<file path="src/rtl/seq_gen_pkg.sv">
// seq_gen_pkg: shared definitions for the serial pattern generator.
//   state_e      - top-level FSM states (IDLE, SEND)
//   DEF_WIDTH    - default maximum pattern length in bits
//   DEF_LEN_W    - default width of the length input (2**DEF_LEN_W > DEF_WIDTH)
package seq_gen_pkg;

   typedef enum logic {
      IDLE = 1'b0,
      SEND = 1'b1
   } state_e;

   localparam int unsigned DEF_WIDTH = 8;
   localparam int unsigned DEF_LEN_W = 4;

endpackage

</file>
<file path="src/rtl/seq_gen_shift.sv">
// seq_gen_shift: loadable MSB-first shift window with bit counter.
// Describes the bit the parent will drive on the next cycle (bit_nxt) and
// whether that bit closes the current copy of the pattern (last_nxt).
//   clock, reset  - rising-edge clock, synchronous active-high reset
//   load          - latch pattern/length and consume the first bit
//   advance       - consume the next bit; wraps to a fresh copy when exhausted
//   pattern       - pattern bits, sampled on load
//   length        - number of bits (1..), clamped to WIDTH on load
//   bit_nxt       - bit to be driven after the coming edge
//   last_nxt      - bit_nxt is pattern[0] of its copy
//   wrap          - current copy fully consumed; next advance restarts it
module seq_gen_shift
   import seq_gen_pkg::*;
#(
   parameter int unsigned WIDTH = DEF_WIDTH,
   parameter int unsigned LEN_W = DEF_LEN_W
) (
   input  logic             clock,
   input  logic             reset,
   input  logic             load,
   input  logic             advance,
   input  logic [WIDTH-1:0] pattern,
   input  logic [LEN_W-1:0] length,
   output logic             bit_nxt,
   output logic             last_nxt,
   output logic             wrap
);

   logic [WIDTH-1:0] pat_q, win_q, src;
   logic [LEN_W-1:0] len_q, cnt_q, len_c, src_cnt;

   // win_q holds the bits of the current copy not yet driven, left-aligned;
   // cnt_q is how many of them remain.
   always_comb begin
      len_c   = (length > LEN_W'(WIDTH)) ? LEN_W'(WIDTH) : length;
      wrap    = (cnt_q == '0);
      src     = win_q;
      src_cnt = cnt_q;
      if (load) begin
         src     = pattern << (LEN_W'(WIDTH) - len_c);
         src_cnt = len_c;
      end else if (wrap) begin
         src     = pat_q << (LEN_W'(WIDTH) - len_q);
         src_cnt = len_q;
      end
      bit_nxt  = src[WIDTH-1];
      last_nxt = (src_cnt == LEN_W'(1));
   end

   always_ff @(posedge clock) begin
      if (reset) begin
         pat_q <= '0;
         len_q <= '0;
         win_q <= '0;
         cnt_q <= '0;
      end else if (load) begin
         pat_q <= pattern;
         len_q <= len_c;
         win_q <= src << 1;
         cnt_q <= src_cnt - LEN_W'(1);
      end else if (advance) begin
         win_q <= src << 1;
         cnt_q <= src_cnt - LEN_W'(1);
      end
   end

endmodule

</file>
<file path="src/rtl/seq_gen.sv">
// seq_gen: serial pattern generator. Sends pattern[L-1..0] MSB-first,
// repeat_cnt+1 times back to back, one bit per cycle.
//   clock, reset  - rising-edge clock, synchronous active-high reset
//   start         - send request, accepted when ready=1 and length!=0
//   pattern       - bits to send, sampled on accept
//   length        - bits per copy, clamped to WIDTH, sampled on accept
//   repeat_cnt    - extra copies, sampled on accept
//   ready         - idle and able to accept start
//   data_out      - serial stream, IDLE_BIT when not sending
//   bit_valid     - data_out carries a pattern bit
//   done          - pulse on the final transmitted bit
module seq_gen
   import seq_gen_pkg::*;
#(
   parameter int unsigned WIDTH    = DEF_WIDTH,
   parameter int unsigned LEN_W    = DEF_LEN_W,
   parameter logic        IDLE_BIT = 1'b1
) (
   input  logic             clock,
   input  logic             reset,
   input  logic             start,
   input  logic [WIDTH-1:0] pattern,
   input  logic [LEN_W-1:0] length,
   input  logic [3:0]       repeat_cnt,
   output logic             ready,
   output logic             data_out,
   output logic             bit_valid,
   output logic             done
);

   state_e     state_q;
   logic [3:0] rep_q;
   logic       load, advance, bit_nxt, last_nxt, wrap;

   assign load    = (state_q == IDLE) && start && (length != '0);
   assign advance = (state_q == SEND) && !done;

   seq_gen_shift #(
      .WIDTH (WIDTH),
      .LEN_W (LEN_W)
   ) u_shift (
      .clock    (clock),
      .reset    (reset),
      .load     (load),
      .advance  (advance),
      .pattern  (pattern),
      .length   (length),
      .bit_nxt  (bit_nxt),
      .last_nxt (last_nxt),
      .wrap     (wrap)
   );

   // rep_q counts copies still to start after the current one; a copy
   // boundary (wrap) consumes one before the next bit is driven.
   always_ff @(posedge clock) begin
      if (reset) begin
         state_q   <= IDLE;
         rep_q     <= '0;
         ready     <= 1'b1;
         bit_valid <= 1'b0;
         done      <= 1'b0;
         data_out  <= IDLE_BIT;
      end else begin
         case (state_q)
            IDLE: begin
               if (load) begin
                  state_q   <= SEND;
                  rep_q     <= repeat_cnt;
                  ready     <= 1'b0;
                  bit_valid <= 1'b1;
                  data_out  <= bit_nxt;
                  done      <= last_nxt && (repeat_cnt == 4'd0);
               end
            end
            SEND: begin
               if (done) begin
                  state_q   <= IDLE;
                  ready     <= 1'b1;
                  bit_valid <= 1'b0;
                  done      <= 1'b0;
                  data_out  <= IDLE_BIT;
               end else begin
                  if (wrap) begin
                     rep_q <= rep_q - 4'd1;
                  end
                  data_out <= bit_nxt;
                  done     <= last_nxt && (wrap ? (rep_q == 4'd1) : (rep_q == 4'd0));
               end
            end
            default: state_q <= IDLE;
         endcase
      end
   end

endmodule

</file>
<file path="config.mk">
export PLATFORM = sky130hd
export DESIGN_NAME = seq_gen
export DESIGN_NICKNAME = d
export VERILOG_FILES = /design/src/rtl/seq_gen_pkg.sv /design/src/rtl/seq_gen_shift.sv /design/src/rtl/seq_gen.sv
export SDC_FILE = /design/constraint.sdc
export NUM_CORES = 1
export LEC_CHECK = 0
export ABC_CLOCK_PERIOD_IN_PS = 3000
export CELL_PAD_IN_SITES_DETAIL_PLACEMENT = 2
export CELL_PAD_IN_SITES_GLOBAL_PLACEMENT = 2
export CORE_UTILIZATION = 34
export DETAILED_ROUTE_END_ITERATION = 16
export PLACE_DENSITY = 0.87
export SKIP_LAST_GASP = 1
export SLEW_MARGIN = 15
export SYNTH_ARGS = -nofsm -noshare
export SYNTH_HDL_FRONTEND = slang
export SYNTH_HIERARCHICAL = 1
export SYNTH_SLANG_ARGS = --single-unit
export TNS_END_PERCENT = 1
</file>
<file path="constraint.sdc">
create_clock -name clock -period 3 [get_ports clock]
set_input_delay 0.6 -clock clock [delete_from_list [all_inputs] [get_ports clock]]
set_output_delay 0.6 -clock clock [all_outputs]
set_load 0.02 [all_outputs]
</file>
==> flow_summary.yaml, run 1 <==
outcome:
  status: "finished clean"
synth:
  synthCells: 287
  synth-seq-cells: 32
  ys_seq_area_share_pct: 27.3
  synth.avg_cell_area_sq_um: 8.17
  ys.warnings.count: 6
  synth_area_sq_um: 2340
  ys.flop_type: "dfxtp_1"
  post_synth_num_cell_types: 60
  synthArstFlopShare_pct: 0
  yosysMostFrequentCell: "nor2_1"
  synth_edf_count: 0
  synthDominantCellAreaShare_pct: 27.3
  syn-num-nets: 312
  synth_top_cell_by_area: "dfxtp_1"
  synthTopCellsByArea: "dfxtp_1 (27%), mux2i_1 (12%), nor2_1 (6.1%)"
  synth_top_cells_by_count: "nor2_1 (38), dfxtp_1 (32), mux2i_1 (27)"
pwr:
  clkPwrFrac_pct: 26.8
  pwr-share-seq_pct: 38.4
  power.switching_uw: 491
  p_leak_uw: 0.00102
  swShare_pct: 36.8
  peakVddDrop_mv: 0.210
  comb_power_share_pct: 34.8
  power_density_nw_per_um2: 487
  p_int_uw: 845
sta:
  fmax_mhz: 358
  hold_viol_final: 0
  post-route-min-period_ns: 2.79
  rsz0062_at_grt: "false"
  tightest_slew_ns: 0.820
  slew_headroom_pct: 44.6
  fin_crit_sh_pct: 93.1
  holdWs_ns: 0.492
  fin_skew_ns: 0.00598
  setup_viol: 0
  drv_slew: 0
clocking:
  clock_latency_ns: 0.29
  cts_buffers: 5
  holdBufCountCts: 0
  cts_sinks: 32
  postCtsSetupBuffers: 0
  htreeDepth: 2
  cts_tree: "done"
  clk_pin_slew_ns: 0.07
  clockRootBuffer: "clkbuf_8"
  cts_buffer_depth: 2
drt:
  drc: 0
  ant_nets: 0
  drt_iter0_drc: 123
  totalWireLength_um: 8390
  viasPerCell: 5.96
  dr.pass1.iters: 4
  vias: 2295
  wl_per_cell_um: 21.8
min_path:
  hold_depth: 2
  hold_class: "reg2reg"
setup_path:
  cp.required_ns: 3.17
  crit_type: "in2reg"
  end_kind: "register"
  crit_fanout: 7
  crit_arrival_ns: 2.96
  cp-start-kind: "primary input"
  worstRegToRegCells: 9
  reg2reg_slack_ns: 0.28
global_route:
  grt_max_degree: 35
  track_usage_pct: 24.3
  grt_pass1_wl_um: 13600
  grt.overflow.total: 0
  antenna_found_initial: 0
  first_global_vias: 2585
finish:
  final_nets: 332
  final_util_pct: 42.2
  antenna_cells: 0
  drive_gt1_share_pct: 13.0
  areaGrowthSynthToFinish_pct: 16.9
  final_cell_area_sq_um: 2740
die:
  core_area_sq_um: 6490
  die_area_sq_um: 7230
  fp.dieH_um: 85.0
  die_w_um: 85.0
  row_count: 29
  ioPinCount: 23
  start_util_pct: 36.1
place:
  io_buffers: 22
  dp_hpwl_um: 5890
  gp_congestion: 0.811
  placed_area_sq_um: 2640
job:
  maxCapViolations: 0
==> critical path, stage by stage <==
cell and delay (ns):
clkdlybuf4s50_1 0.61, nor2b_1 0.21, inv_1 0.07, ha_2 0.41, inv_1 0.17, mux2i_1 0.18
a32oi_2 0.26, nand2_1 0.13, nor3_1 0.25, a31oi_1 0.08
==> registers in the layout, summed over array words and instances, names as in the netlist <==
register / flops
bit_valid: 1
data_out: 1
done: 1
ready: 1
rep_q: 4
state_q: 1
u_shift/cnt_q: 4
u_shift/len_q: 4
u_shift/pat_q: 8
u_shift/win_q: 7
==> worst paths after layout <==
path                    startpoint        end
hold reg to reg          bit_valid  bit_valid
setup reg to reg  u_shift/len_q[0]   data_out
hold / removal           bit_valid  bit_valid
setup / recovery         length[1]   data_out
==> cells in the final DEF (no fill, tap or decap), types with 3 or more instances in the layout <==
cell	instances
inv_1	10
o21ai_1	3
or3_1	3
a211oi_1	10
dfxtp_1	32
nor2b_1	4
nor3_1	12
a221oi_1	3
nand2b_1	8
nor4_1	4
nand3b_1	3
clkdlybuf4s50_1	22
nor2_1	37
buf_4	13
xnor2_1	4
nand2_1	21
ha_1	4
o21ai_0	8
mux2i_1	27
a21oi_1	22
a31oi_1	4
mux4_2	3
clkbuf_8	6
==> metrics by stage <==
stage	instances	setup TNS [ns]	total power, uW	worst slack [ns]
final	385	0	1340	0.207
after global routing	385	0	1400	0.0730
after CTS	385	0	1330	0.0913
after detailed placement	377	-0.101	964	-0.101
after global placement	377	0	937	0.0950
after floorplan	287	0	820	0.427
==> cells by family after synthesis <==
kind of cell / synth area share [%]
XOR/XNOR: 2.24
buffers and inverters: 7.69
multiplexers: 14.9
AND/OR/NAND/NOR: 22.9
AO/OA/AOI/OAI: 21.8
adder cells (fa/ha/maj): 3.20
flip-flops: 27.3
==> routing by layer <==
layer,GRT usage [%],part of all wire (%)
met2,39.7,46
met3,4.67,2.8
met5,0,0
met4,8.94,2.8
met1,31.8,48
==> layout make-up <==
cell class                      count  area (sq um)
Inverter                           12          57.6
Timing Repair Buffer               35           318
Tap cell                           77          96.3
Sequential cell                    32           641
Clock buffer                        8          90.1
Multi-Input combinational cell    221          1540
Fill cell                         732          3750
==> power by group through the flow <==
stage                     registers, uW  clock network (uW)  logic, uW
after CTS                           511                 362        455
after global placement              516                   0        421
final                               513                 358        465
after floorplan                     505                   0        314
after detailed placement            519                   0        445
after global routing                518                 379        501
==> repair_timing <==
item | 4_1_cts | 5_1_grt
hold endpoints to repair | 0 | 0
gates resized for setup | 0 | 3
endpoints found under the setup margin | 0 | 1
(Power assumes the default switching activity.)
==> run 2, diff against run 1 <==
- SETUP_SLACK_MARGIN: default -> 0.3
==> run 2 against run 1 <==
Compared with the run above:
- cell count rose by 0.52%
- cell area rose by 1.6%
- power barely moved
- largest cell class unchanged
- largest power group unchanged
==> flow_summary.yaml, run 2 (synthesized netlist as in run 1, its figures left out) <==
place:
  dp_hpwl_um: 5890
  io_buffers: 22
  pre_cts_ws_ns: -0.101
  gp_congestion: 0.811
pwr:
  swShare_pct: 36.4
  power.switching_uw: 486
  p_int_uw: 851
  clkPwrFrac_pct: 26.4
  comb_power_share_pct: 35.3
  peakVddDrop_mv: 0.177
  pwr-share-seq_pct: 38.4
  power_density_nw_per_um2: 480
  p_leak_uw: 0.00105
sta:
  fin_crit_sh_pct: 83.2
  tightest_slew_ns: 0.802
  fmax_mhz: 401
  fin_skew_ns: 0.00312
  layout_setup_ws_ns: 0.504
  drv_slew: 0
  rsz0062_at_grt: "false"
  slew_headroom_pct: 45.8
  post-route-min-period_ns: 2.50
  hold_viol_final: 0
  holdWs_ns: 0.492
  setup_viol: 0
clocking:
  cts_buffer_depth: 2
  cts_buffers: 5
  clk_pin_slew_ns: 0.07
  clockRootBuffer: "clkbuf_8"
  holdBufCountCts: 0
  htreeDepth: 2
  cts_sinks: 32
  cts_tree: "done"
  clock_latency_ns: 0.28
drt:
  ant_nets: 0
  wl_per_cell_um: 21.6
  dr.pass1.iters: 4
  viasPerCell: 6.07
  totalWireLength_um: 8380
  drt_iter0_drc: 117
  drc: 0
  vias: 2351
finish:
  largest_reg_flops: 8
  antenna_cells: 0
  final_common_cell: "nor2_1"
  fillers: 726
  drive_gt1_share_pct: 13.9
  top_regs: "u_shift/pat_q: 8 flops, u_shift/win_q: 7 flops"
  mostFrequentLayoutCells: "nor2_1 (37), dfxtp_1 (32), mux2i_1 (26)"
  final_util_pct: 42.8
  final_nets: 334
  top_register: "u_shift/pat_q"
  areaGrowthSynthToFinish_pct: 18.7
global_route:
  track_usage_pct: 24.8
  grt.overflow.total: 0
  first_global_vias: 2573
  grt_max_degree: 35
  antenna_found_initial: 0
  grt_pass1_wl_um: 13900
setup_path:
  cp-start-kind: "primary input"
  crit_type: "in2reg"
  crit_fanout: 9
  crit_arrival_ns: 2.70
  cp.required_ns: 3.20
  end_kind: "register"
die:
  fp.dieH_um: 85.0
  ioPinCount: 23
  start_util_pct: 36.1
  core_area_sq_um: 6490
  row_count: 29
  die_w_um: 85.0
  die_area_sq_um: 7230
outcome:
  status: "finished clean"
job:
  maxCapViolations: 0
min_path:
  hold_class: "reg2reg"
-- run 2: worst paths after layout --
check	slack [ns]	cells past startpoint	from	end
hold / removal	0.49	2	bit_valid	bit_valid
setup / recovery	0.50	9	length[2]	data_out
hold reg to reg	0.49	2	bit_valid	bit_valid
setup reg to reg	0.50	9	u_shift/len_q[0]	data_out
-- run 2: through the flow --
step / instances / cell area, sq um / TNS, ns / total power (uW)
final: 387 / 2780 / 0 / 1340
after global routing: 387 / 2780 / 0 / 1400
after CTS: 385 / 2750 / 0 / 1330
after detailed placement: 377 / 2640 / -0.101 / 964
after global placement: 377 / 2640 / 0 / 937
after floorplan: 287 / 2340 / 0 / 820
-- run 2: power groups by stage --
stage / Clock [uW] / Sequential, uW / Combinational (uW)
final: 352 / 513 / 471
after global routing: 377 / 519 / 509
after CTS: 362 / 511 / 461
after detailed placement: 0 / 519 / 445
after global placement: 0 / 516 / 421
after floorplan: 0 / 505 / 314
-- run 2: what timing repair did --
| item | in CTS | in global routing |
|---|---|---|
| buffers inserted | 0 | 2 |
| resized for setup | 5 | 4 |
| pin swaps | 0 | 1 |
| setup endpoints to repair | 3 | 9 |
-- run 2: cell type report --
cell class	count	area [sq um]	share of cell area, %
clock buffers	8	90.1	3.24
inverters	12	57.6	2.07
multi-input cells	221	1560	56.1
flip-flops and latches	32	641	23.0
well taps	77	96.3	3.46
repair buffers	37	337	12.1
-- run 2: critical path: stages --
cell	delay [ns]
clkdlybuf4s50_1	0.52
buf_4	0.19
nor2b_1	0.28
o21ai_0	0.15
nor2_1	0.33
a32oi_2	0.21
nand2_1	0.14
nand2_1	0.08
a31oi_1	0.19
-- run 2: metal layers --
layer  track usage (%)  wire length (um)  vias to the layer above
met5                 0                 0                        -
met4              7.86               136                        0
met3              4.67               347                       16
met2              41.3              4020                       69
met1              32.4              3870                     1179
li1                  -                 -                     1087
